File: src/rtl/arbitro_mux_rr_if.sv
// Bus bundle for the two-lane round-robin mux scheduler: lane writes,
// downstream handshake, status flags and grant counters.
interface arbitro_mux_rr_if #(
    parameter int DATA_WIDTH = 2,
    parameter int CNT_WIDTH  = 4
);
    logic                  push0;
    logic [DATA_WIDTH-1:0] data_in0;
    logic                  push1;
    logic [DATA_WIDTH-1:0] data_in1;
    logic                  out_ready;
    logic                  full0;
    logic                  full1;
    logic                  overflow0;
    logic                  overflow1;
    logic                  selector;
    logic                  valid_out;
    logic [DATA_WIDTH-1:0] data_out;
    logic [CNT_WIDTH-1:0]  grant_cnt0;
    logic [CNT_WIDTH-1:0]  grant_cnt1;
    logic                  idle;

    modport master (
        output push0, data_in0, push1, data_in1, out_ready,
        input  full0, full1, overflow0, overflow1, selector, valid_out,
               data_out, grant_cnt0, grant_cnt1, idle
    );

    modport slave (
        input  push0, data_in0, push1, data_in1, out_ready,
        output full0, full1, overflow0, overflow1, selector, valid_out,
               data_out, grant_cnt0, grant_cnt1, idle
    );
endinterface

File: src/rtl/arbitro_mux_rr.sv
// Two-lane round-robin scheduler: per-lane FIFOs feed a registered output
// word; the granted lane drives the mux selector.
module arbitro_mux_rr #(
    parameter int DATA_WIDTH = 2,
    parameter int FIFO_DEPTH = 4,
    parameter int CNT_WIDTH  = 4
) (
    input logic             clk,
    input logic             reset,
    arbitro_mux_rr_if.slave bus
);
    localparam int PTR_W = (FIFO_DEPTH > 1) ? $clog2(FIFO_DEPTH) : 1;
    localparam int OCC_W = PTR_W + 1;

    typedef enum logic [1:0] {IDLE, SERVE0, SERVE1} state_t;

    state_t                state;
    logic [DATA_WIDTH-1:0] mem [2][FIFO_DEPTH];
    logic [PTR_W-1:0]      wr_ptr [2];
    logic [PTR_W-1:0]      rd_ptr [2];
    logic [OCC_W-1:0]      count [2];
    logic [DATA_WIDTH-1:0] data_in [2];

    logic [1:0]            push;
    logic [1:0]            full;
    logic [1:0]            nonempty;
    logic [1:0]            push_ok;
    logic [1:0]            pop;
    logic                  grant;
    logic                  gnt_lane;
    logic                  last;
    logic [DATA_WIDTH-1:0] head;

    logic                  selector_r;
    logic [DATA_WIDTH-1:0] data_out_r;
    logic [CNT_WIDTH-1:0]  grant_cnt0_r;
    logic [CNT_WIDTH-1:0]  grant_cnt1_r;
    logic [1:0]            overflow_r;

    assign push       = {bus.push1, bus.push0};
    assign data_in[0] = bus.data_in0;
    assign data_in[1] = bus.data_in1;

    // Everything below is decided from pre-edge FIFO occupancy, so a word
    // pushed into an empty FIFO cannot be granted on the same edge.
    always_comb begin
        for (int i = 0; i < 2; i++) begin
            full[i]     = (count[i] == OCC_W'(FIFO_DEPTH));
            nonempty[i] = (count[i] != '0);
            push_ok[i]  = push[i] && !full[i];
        end
    end

    assign grant    = bus.out_ready && (|nonempty);
    assign gnt_lane = (&nonempty) ? ~last : nonempty[1];
    assign pop      = grant ? (gnt_lane ? 2'b10 : 2'b01) : 2'b00;
    assign head     = mem[gnt_lane][rd_ptr[gnt_lane]];

    // FIFO storage carries data only and needs no reset.
    always_ff @(posedge clk) begin
        for (int i = 0; i < 2; i++) begin
            if (push_ok[i]) begin
                mem[i][wr_ptr[i]] <= data_in[i];
            end
        end
    end

    always_ff @(posedge clk or posedge reset) begin
        if (reset) begin
            for (int i = 0; i < 2; i++) begin
                wr_ptr[i] <= '0;
                rd_ptr[i] <= '0;
                count[i]  <= '0;
            end
        end else begin
            for (int i = 0; i < 2; i++) begin
                if (push_ok[i]) begin
                    wr_ptr[i] <= wr_ptr[i] + PTR_W'(1);
                end
                if (pop[i]) begin
                    rd_ptr[i] <= rd_ptr[i] + PTR_W'(1);
                end
                count[i] <= count[i] + OCC_W'(push_ok[i]) - OCC_W'(pop[i]);
            end
        end
    end

    // Grant FSM: state records the outcome of the most recent edge; the
    // round-robin pointer survives IDLE so fairness spans stalls.
    always_ff @(posedge clk or posedge reset) begin
        if (reset) begin
            state        <= IDLE;
            selector_r   <= 1'b0;
            data_out_r   <= '0;
            grant_cnt0_r <= '0;
            grant_cnt1_r <= '0;
            last         <= 1'b1;
            overflow_r   <= 2'b00;
        end else begin
            overflow_r <= overflow_r | (push & full);
            if (grant) begin
                state      <= gnt_lane ? SERVE1 : SERVE0;
                selector_r <= gnt_lane;
                last       <= gnt_lane;
                data_out_r <= head;
                if (gnt_lane) begin
                    grant_cnt1_r <= grant_cnt1_r + CNT_WIDTH'(1);
                end else begin
                    grant_cnt0_r <= grant_cnt0_r + CNT_WIDTH'(1);
                end
            end else begin
                state <= IDLE;
            end
        end
    end

    assign bus.full0      = full[0];
    assign bus.full1      = full[1];
    assign bus.overflow0  = overflow_r[0];
    assign bus.overflow1  = overflow_r[1];
    assign bus.selector   = selector_r;
    assign bus.valid_out  = (state != IDLE);
    assign bus.data_out   = data_out_r;
    assign bus.grant_cnt0 = grant_cnt0_r;
    assign bus.grant_cnt1 = grant_cnt1_r;
    assign bus.idle       = (count[0] == '0) && (count[1] == '0) && (state == IDLE);
endmodule

File: src/flat_wrapper.sv
// flat-port wrapper written by rule: the top's interface ports become plain ports
module arbitro_mux_rr_flat 
#(
    parameter int DATA_WIDTH = 2,
    parameter int FIFO_DEPTH = 4,
    parameter int CNT_WIDTH  = 4
)
  (clk, reset, bus_push0, bus_data_in0, bus_push1, bus_data_in1, bus_out_ready, bus_full0, bus_full1, bus_overflow0, bus_overflow1, bus_selector, bus_valid_out, bus_data_out, bus_grant_cnt0, bus_grant_cnt1, bus_idle);
  arbitro_mux_rr_if #(.DATA_WIDTH(DATA_WIDTH), .CNT_WIDTH(CNT_WIDTH)) bus_i ();
  input logic clk;
  input logic reset;
  input wire logic [$bits(bus_i.push0)-1:0] bus_push0;
  input wire logic [$bits(bus_i.data_in0)-1:0] bus_data_in0;
  input wire logic [$bits(bus_i.push1)-1:0] bus_push1;
  input wire logic [$bits(bus_i.data_in1)-1:0] bus_data_in1;
  input wire logic [$bits(bus_i.out_ready)-1:0] bus_out_ready;
  output wire logic [$bits(bus_i.full0)-1:0] bus_full0;
  output wire logic [$bits(bus_i.full1)-1:0] bus_full1;
  output wire logic [$bits(bus_i.overflow0)-1:0] bus_overflow0;
  output wire logic [$bits(bus_i.overflow1)-1:0] bus_overflow1;
  output wire logic [$bits(bus_i.selector)-1:0] bus_selector;
  output wire logic [$bits(bus_i.valid_out)-1:0] bus_valid_out;
  output wire logic [$bits(bus_i.data_out)-1:0] bus_data_out;
  output wire logic [$bits(bus_i.grant_cnt0)-1:0] bus_grant_cnt0;
  output wire logic [$bits(bus_i.grant_cnt1)-1:0] bus_grant_cnt1;
  output wire logic [$bits(bus_i.idle)-1:0] bus_idle;
  assign bus_i.push0 = bus_push0;
  assign bus_i.data_in0 = bus_data_in0;
  assign bus_i.push1 = bus_push1;
  assign bus_i.data_in1 = bus_data_in1;
  assign bus_i.out_ready = bus_out_ready;
  assign bus_full0 = bus_i.full0;
  assign bus_full1 = bus_i.full1;
  assign bus_overflow0 = bus_i.overflow0;
  assign bus_overflow1 = bus_i.overflow1;
  assign bus_selector = bus_i.selector;
  assign bus_valid_out = bus_i.valid_out;
  assign bus_data_out = bus_i.data_out;
  assign bus_grant_cnt0 = bus_i.grant_cnt0;
  assign bus_grant_cnt1 = bus_i.grant_cnt1;
  assign bus_idle = bus_i.idle;
  arbitro_mux_rr #(.DATA_WIDTH(DATA_WIDTH), .FIFO_DEPTH(FIFO_DEPTH), .CNT_WIDTH(CNT_WIDTH)) u_core (.clk(clk), .reset(reset), .bus(bus_i));
endmodule
File: config.mk
export PLATFORM = sky130hd
export DESIGN_NAME = arbitro_mux_rr_flat
export DESIGN_NICKNAME = d
export VERILOG_FILES = /design/src/rtl/arbitro_mux_rr_if.sv /design/src/rtl/arbitro_mux_rr.sv /design/src/flat_wrapper.sv
export SDC_FILE = /design/constraint.sdc
export NUM_CORES = 1
export LEC_CHECK = 0
export BUFFER_PORTS_ARGS = -buffer_cell sky130_fd_sc_hd__buf_2
export CAP_MARGIN = 10
export CORE_ASPECT_RATIO = 0.5
export CORE_MARGIN = 3
export CORE_UTILIZATION = 56
export DETAILED_ROUTE_END_ITERATION = 7
export PLACE_DENSITY = 0.77
export RECOVER_POWER = 50
export REMOVE_ABC_BUFFERS = 1
export SETUP_SLACK_MARGIN = 0.05
export SYNTH_ARGS = -nofsm -noshare
export SYNTH_HDL_FRONTEND = slang
export SYNTH_SLANG_ARGS = --single-unit
File: constraint.sdc
create_clock -name clk -period 3.2 [get_ports clk]
set_input_delay 0.64 -clock clk [delete_from_list [all_inputs] [get_ports clk]]
set_output_delay 0.64 -clock clk [all_outputs]
set_load 0.01 [all_outputs]
# ---- After elaboration in Yosys (flattened, before gate mapping)
# Memories as Yosys holds them, arrays and structs flattened.
# Index checks and enable logic that the tools add are counted.
dict set report op_classes {
  addsub 10
  magnitude_cmp 6
  n_eq_ne 2
  muxes 17
  n_bitwise 8
  n_reduce_logical 19
}
# cell count
set ops {}
lappend ops {{2-bit two-way mux} 9}
lappend ops {{8-bit two-way mux} 2}
lappend ops {{3-bit greater-or-equal comparator (second input constant)} 3}
lappend ops {{2-bit NOT with 3-bit output} 3}
lappend ops {{2-bit by 1-bit adder with 2-bit output (second input constant)} 4}
lappend ops {{4-bit by 1-bit adder with 4-bit output (second input constant)} 2}
lappend ops {{2-bit demux with 2-bit select} 2}
lappend ops {{1-bit logical AND} 7}
lappend ops {{3-bit by 1-bit adder with 3-bit output} 2}
lappend ops {{3-bit equality test (second input constant)} 2}
lappend ops {{3-bit zero test} 2}
lappend ops {{3-bit by 1-bit < comparator with 1-bit output (second input constant)} 2}
lappend ops {{2-bit AND reduction} 3}
lappend ops {{3-bit nonzero test} 2}
lappend ops {{3-bit by 1-bit subtractor with 3-bit output} 2}
lappend ops {{2-bit binary-select mux with 2-bit select} 1}
lappend ops {{1-bit two-way mux} 3}
lappend ops {{2-bit bitwise AND} 1}
lappend ops {{2-bit greater-or-equal comparator (second input constant)} 1}
lappend ops {{1-bit zero test} 2}
lappend ops {{2-bit zero test} 1}
lappend ops {{1-bit NOT} 2}
lappend ops {{1-bit NOT with 2-bit output} 1}
lappend ops {{2-bit bitwise OR} 1}
lappend ops {{2 further kinds} 2}
dict set report word_totals {
  regBits 30
  ramBits 16
  in_bits 9
  out_inout_bits 17
  wordCells 76
  memories 1
}
# memory depth width rd rd_clocked_by_memory_dff write_ports line_no
set memory_table {}
lappend memory_table {u_core.mem 2 8 1 0 2 arbitro_mux_rr.sv:18} ;# logic [DATA_WIDTH-1:0] mem [2][FIFO_DEPTH];

# ---- Longest topological paths before layout
dict set report depth {
  depth_word 11
  ltp_mapped 10
  mapped_depth_nobuf 9
}

# ---- Worst setup path before layout
# OpenSTA, ideal clock, no wires.
dict set report synth_path {
  path_type {register to register}
  start {register u_core.count[4] in the netlist's numbering}
  end {register u_core.count[2] in the netlist's numbering}
  setup_ns 0.123
  t_arrival_ns 2.291
  t_required_ns 3.077
  setup_slack_ns 0.786
  stages_incl_launch_ff 9
  path_buffers 0
  period_less_slack_ns 2.414
  path_cell_list {dfrtp_1 -> or3_4 -> a211oi_4 -> ha_1 -> inv_1 -> ha_1 -> fa_1 -> xor2_1 -> xnor2_1}
}
dict set report synth_via {
  elab_chain_cells 6
  elab_cells_between_ends 8
  classes_between {add/sub (1); mux (3); reduce/logical (4)}
}
# element line_no
set synth_lines {}
lappend synth_lines {{from (decl)} arbitro_mux_rr.sv:21} ;# logic [OCC_W-1:0] count [2];
lappend synth_lines {{from (signal, indexed assignment)} arbitro_mux_rr.sv:83} ;# count[i] <= count[i] + OCC_W'(push_ok[i]) - OCC_W'(pop[i]);
lappend synth_lines {{3-bit nonzero test *} arbitro_mux_rr.sv:49} ;# nonempty[i] = (count[i] != '0);
lappend synth_lines {{2-bit AND reduction} arbitro_mux_rr.sv:55} ;# assign gnt_lane = (&nonempty) ? ~last : nonempty[1];
lappend synth_lines {{1-bit two-way mux} arbitro_mux_rr.sv:55}
lappend synth_lines {{2-bit two-way mux} arbitro_mux_rr.sv:56} ;# assign pop = grant ? (gnt_lane ? 2'b10 : 2'b01) : 2'b00;
lappend synth_lines {{2-bit two-way mux *} arbitro_mux_rr.sv:56}
lappend synth_lines {{named net u_core.pop[1]} arbitro_mux_rr.sv:28} ;# logic [1:0] pop;
lappend synth_lines {{3-bit by 1-bit subtractor with 3-bit output *} arbitro_mux_rr.sv:83}
# The timed path passes the listed nets; every way through them passes the cells marked *.
# A chain may end at the register's enable or synchronous reset.

# ---- Final worst setup path
dict set report layout_path {
  start {register u_core.count[4] in the netlist's numbering}
  end {output port bus_idle}
}
dict set report layout_via {
  elab_chain_cells 3
}
# element line_no
set layout_lines {}
lappend layout_lines {{3-bit zero test} arbitro_mux_rr.sv:126} ;# assign bus.idle = (count[0] == '0) && (count[1] == '0) && (state == IDLE);
lappend layout_lines {{1-bit logical AND (2 in a row)} arbitro_mux_rr.sv:126}
lappend layout_lines {{to (decl)} flat_wrapper.sv:26} ;# output wire logic [$bits(bus_i.idle)-1:0] bus_idle;
# No other way between the ends.

==> insert_results.sql <==
INSERT INTO impl_metrics (metric_group, metric, value, unit) VALUES
('floorplan', 'die-area', '4468', 'um^2'),
('critical_path', 'setup.worst_path.class', 'reg2out', ''),
('synthesis', 'fraction_of_the_mapped_netlist_area_in_compound_gates', '3.539', '%'),
('critical_path', 'timing.critical_path.slowest_stage_cell', 'sky130_fd_sc_hd__or4_4', ''),
('floorplan', 'chipWidth', '91.58', 'um'),
('synthesis', 'post_synth_main_area_contributors', 'sky130_fd_sc_hd__dfrtp_1, sky130_fd_sc_hd__edfxtp_1, sky130_fd_sc_hd__ha_1, sky130_fd_sc_hd__xnor2_1, sky130_fd_sc_hd__mux4_2', ''),
('synthesis', 'synth_cell_types', '30', ''),
('critical_path', 'worstSetupPathDepth', '4', ''),
('grt', 'grt_remaining_overflow', '0', ''),
('timing', 'worst_clock_skew', '0.006831', 'ns'),
('drt', 'viasPerCell', '4.759', ''),
('timing', 'fin_crit', '2.530', 'ns'),
('synthesis', 'post_synth_fa_ha_maj_area_fraction', '10.49', '%'),
('placement', 'gpl.final_weighted_congestion', '0.7841', ''),
('clock_network', 'root_buffer', 'sky130_fd_sc_hd__clkbuf_8', ''),
('drt', 'postRouteAntennaNets', '0', ''),
('synthesis', 'ys.warnings.count', '0', ''),
('drt', 'overall_via_count_from_detail_route', '1047', ''),
('finish', 'final_layout_size_suffix_gt1_share', '26.16', '%'),
('placement', 'setup_slack_placement', '0.7505', 'ns'),
('clock_network', 'post-cts-setup-buffers', '0', ''),
('critical_path', 'crit-reg2reg-capture', 'u_core.count[5]', ''),
('clock_network', 'tritoncts_num_sinks', '46', ''),
('synthesis', 'avgSynthCellArea', '14.75', 'um^2'),
('finish', 'area_growth_syn_to_layout', '12.57', '%'),
('timing', 'worst_slew_slack_as_a_fraction_of_its_limit', '-4.557', '%'),
('pwr', 'power.leakage', '0.001024', 'uW'),
('floorplan', 'fp.coreArea', '3241', 'um^2'),
('finish', 'fin_nets', '196', ''),
('synthesis', 'synth.mux.area_fraction', '8.237', '%'),
('finish', 'final_common_cell', 'sky130_fd_sc_hd__dfrtp_1', ''),
('grt', 'global_router_s_overall_resource_usage', '15.80', '%'),
('pwr', 'power_density', '976.9', 'nW/um^2'),
('timing', 'totalNegativeSetupSlack', '0', 'ns'),
('drt', 'drt-wirelength-per-cell', '13.70', 'um'),
('timing', 'max_clock_freq', '395.2', 'MHz'),
('clock_network', 'cts_max_path_buffers', '2', ''),
('run', 'cap_violations', '1', ''),
('clock_network', 'total_of_hold_buffers_inserted_after_clock_tree_synthesis', '0', ''),
('critical_path', 'cell_type_group_with_the_largest_total_delay_on_the_critical_path', 'simple AND/OR/NAND/NOR gates', ''),
('critical_path', 'worstPathArrival', '1.89', 'ns'),
('critical_path', 'timing.critical_path.fanout_max', '4', ''),
('grt', 'first_pass_grt_wire_length', '5333', 'um'),
('timing', 'slew_violations', '31', ''),
('critical_path', 'cp.required', '2.56', 'ns'),
('hold_path', 'min_path_cells', '1', ''),
('critical_path', 'cp-end-kind', 'primary output', ''),
('critical_path', 'crit_buf_inv', '1', ''),
('floorplan', 'start_util', '63.28', '%'),
('clock_network', 'inserted_clock_buffers', '5', ''),
('floorplan', 'floorplan_row_count', '14', ''),
('finish', 'final_core_util', '71.24', '%'),
('status', 'failed_checks', 'max-capacitance violations, max-slew violations', ''),
('timing', 'final_critical_path_setup_slack', '0.6697', 'ns'),
('critical_path', 'worstSetupStartpoint', 'u_core.count[4]', ''),
('grt', 'grt_start_max_net_pins', '31', ''),
('timing', 'report.final.setup_viol', '0', ''),
('status', 'status', 'complete, but fails checks', ''),
('finish', 'diodes', '0', ''),
('floorplan', 'design.portCount', '26', ''),
('hold_path', 'timing.hold.worst.class', 'reg2reg', ''),
('clock_network', 'clock_transition_at_the_registers_of_the_reported_paths', '0.08', 'ns'),
('finish', 'most_frequent_cells_in_the_layout', 'sky130_fd_sc_hd__dfrtp_1, sky130_fd_sc_hd__buf_2, sky130_fd_sc_hd__edfxtp_1', ''),
('drt', 'routed_wl', '3013', 'um'),
('grt', 'first_global_vias', '1090', ''),
('timing', 'post-route-period-util', '79.07', '%'),
('placement', 'portBuffers', '25', ''),
('synthesis', 'synthesized_netlist_cell_count', '139', ''),
('placement', 'post-dp-hpwl', '2267', 'um'),
('timing', 'grt_setup_unrepaired', 'no', ''),
('synthesis', 'ys_seq_elements', '46', '');
worst min path at each step:
stage                          from              endpoint  slack [ns]
3_3_place_gp   u_core.overflow_r[1]  u_core.overflow_r[1]        0.43
3_5_place_dp   u_core.overflow_r[1]  u_core.overflow_r[1]        0.44
5_1_grt        u_core.overflow_r[1]  u_core.overflow_r[1]        0.48
4_1_cts                       reset       u_core.count[4]        0.42
2_1_floorplan       u_core.count[5]       u_core.count[5]        0.46
6_report       u_core.overflow_r[1]  u_core.overflow_r[1]        0.46
flip-flops by register name, indices dropped and copies added (netlist names):
register / count
u_core.bus.data_out: 2
u_core.bus.grant_cnt0: 4
u_core.bus.grant_cnt1: 4
u_core.bus.selector: 1
u_core.count: 6
u_core.last: 1
u_core.mem: 16
u_core.overflow_r: 2
u_core.rd_ptr: 4
u_core.state: 2
u_core.wr_ptr: 4
cells by family after synthesis:
group,Yosys count
xor gates and xnor gates,16
and+or+nand+nor,25
AOI/OAI and AO/OA,8
DFF,46
muxes,11
adders and majority gates,16
buffers and inverters,17
where the power goes:
part           internal [uW]  leakage (uW)  switching (uW)
sequential               865      0.000496             185
clock                    152     0.0000450             184
combinational            451      0.000483             418
metal layers:
layer	up-vias	global-route usage [%]	wire, um
li1	529	-	-
met2	17	22.37	1300
met5	-	0	0
met1	497	22.97	1557
met4	0	5.250	27
met3	4	5.239	128
layout make-up:
class                      count  area (um^2)  share of cell area, %
timing repair buffer          28        132.6                  5.745
tap                           48        60.06                  2.602
sequential                    46         1232                  53.39
clock inverter                 2        10.01                 0.4336
multi-input combinational     76        748.2                  32.41
clock buffer                   6        72.57                  3.144
inverter                      14        52.55                  2.276
metrics by stage:
stage | std cells | hold WS, ns | instance area (um^2) | total power [uW]
global route | 220 | 0.4770 | 2308 | 2456
floorplan | 136 | 0.4602 | 2038 | 1677
detailed placement | 212 | 0.4408 | 2246 | 1960
CTS | 220 | 0.4179 | 2328 | 2300
finish | 220 | 0.4573 | 2308 | 2255
global placement | 212 | 0.4331 | 2246 | 1912
synth_stat cells:
master	n
sky130_fd_sc_hd__xnor2_1	11
sky130_fd_sc_hd__mux4_2	4
sky130_fd_sc_hd__o211a_1	1
sky130_fd_sc_hd__nand4_1	2
sky130_fd_sc_hd__clkbuf_1	2
sky130_fd_sc_hd__or2_2	1
sky130_fd_sc_hd__inv_1	14
sky130_fd_sc_hd__nand2_4	1
sky130_fd_sc_hd__nor3b_1	1
sky130_fd_sc_hd__nor2b_1	2
sky130_fd_sc_hd__o21ai_0	1
sky130_fd_sc_hd__a21oi_1	1
sky130_fd_sc_hd__fa_1	2
sky130_fd_sc_hd__xor2_1	5
sky130_fd_sc_hd__nor2_1	1
sky130_fd_sc_hd__ha_1	14
sky130_fd_sc_hd__or3_4	1
sky130_fd_sc_hd__a21o_2	2
sky130_fd_sc_hd__a211oi_4	1
sky130_fd_sc_hd__and3_1	1
sky130_fd_sc_hd__nand2_1	5
sky130_fd_sc_hd__nor3_1	1
sky130_fd_sc_hd__mux2_2	7
sky130_fd_sc_hd__dfstp_2	1
sky130_fd_sc_hd__or4_4	1
sky130_fd_sc_hd__buf_2	1
sky130_fd_sc_hd__dfrtp_1	29
sky130_fd_sc_hd__a21o_1	2
sky130_fd_sc_hd__edfxtp_1	16
sky130_fd_sc_hd__and2_1	8
No activity file was read; power rests on OpenSTA's default activity.
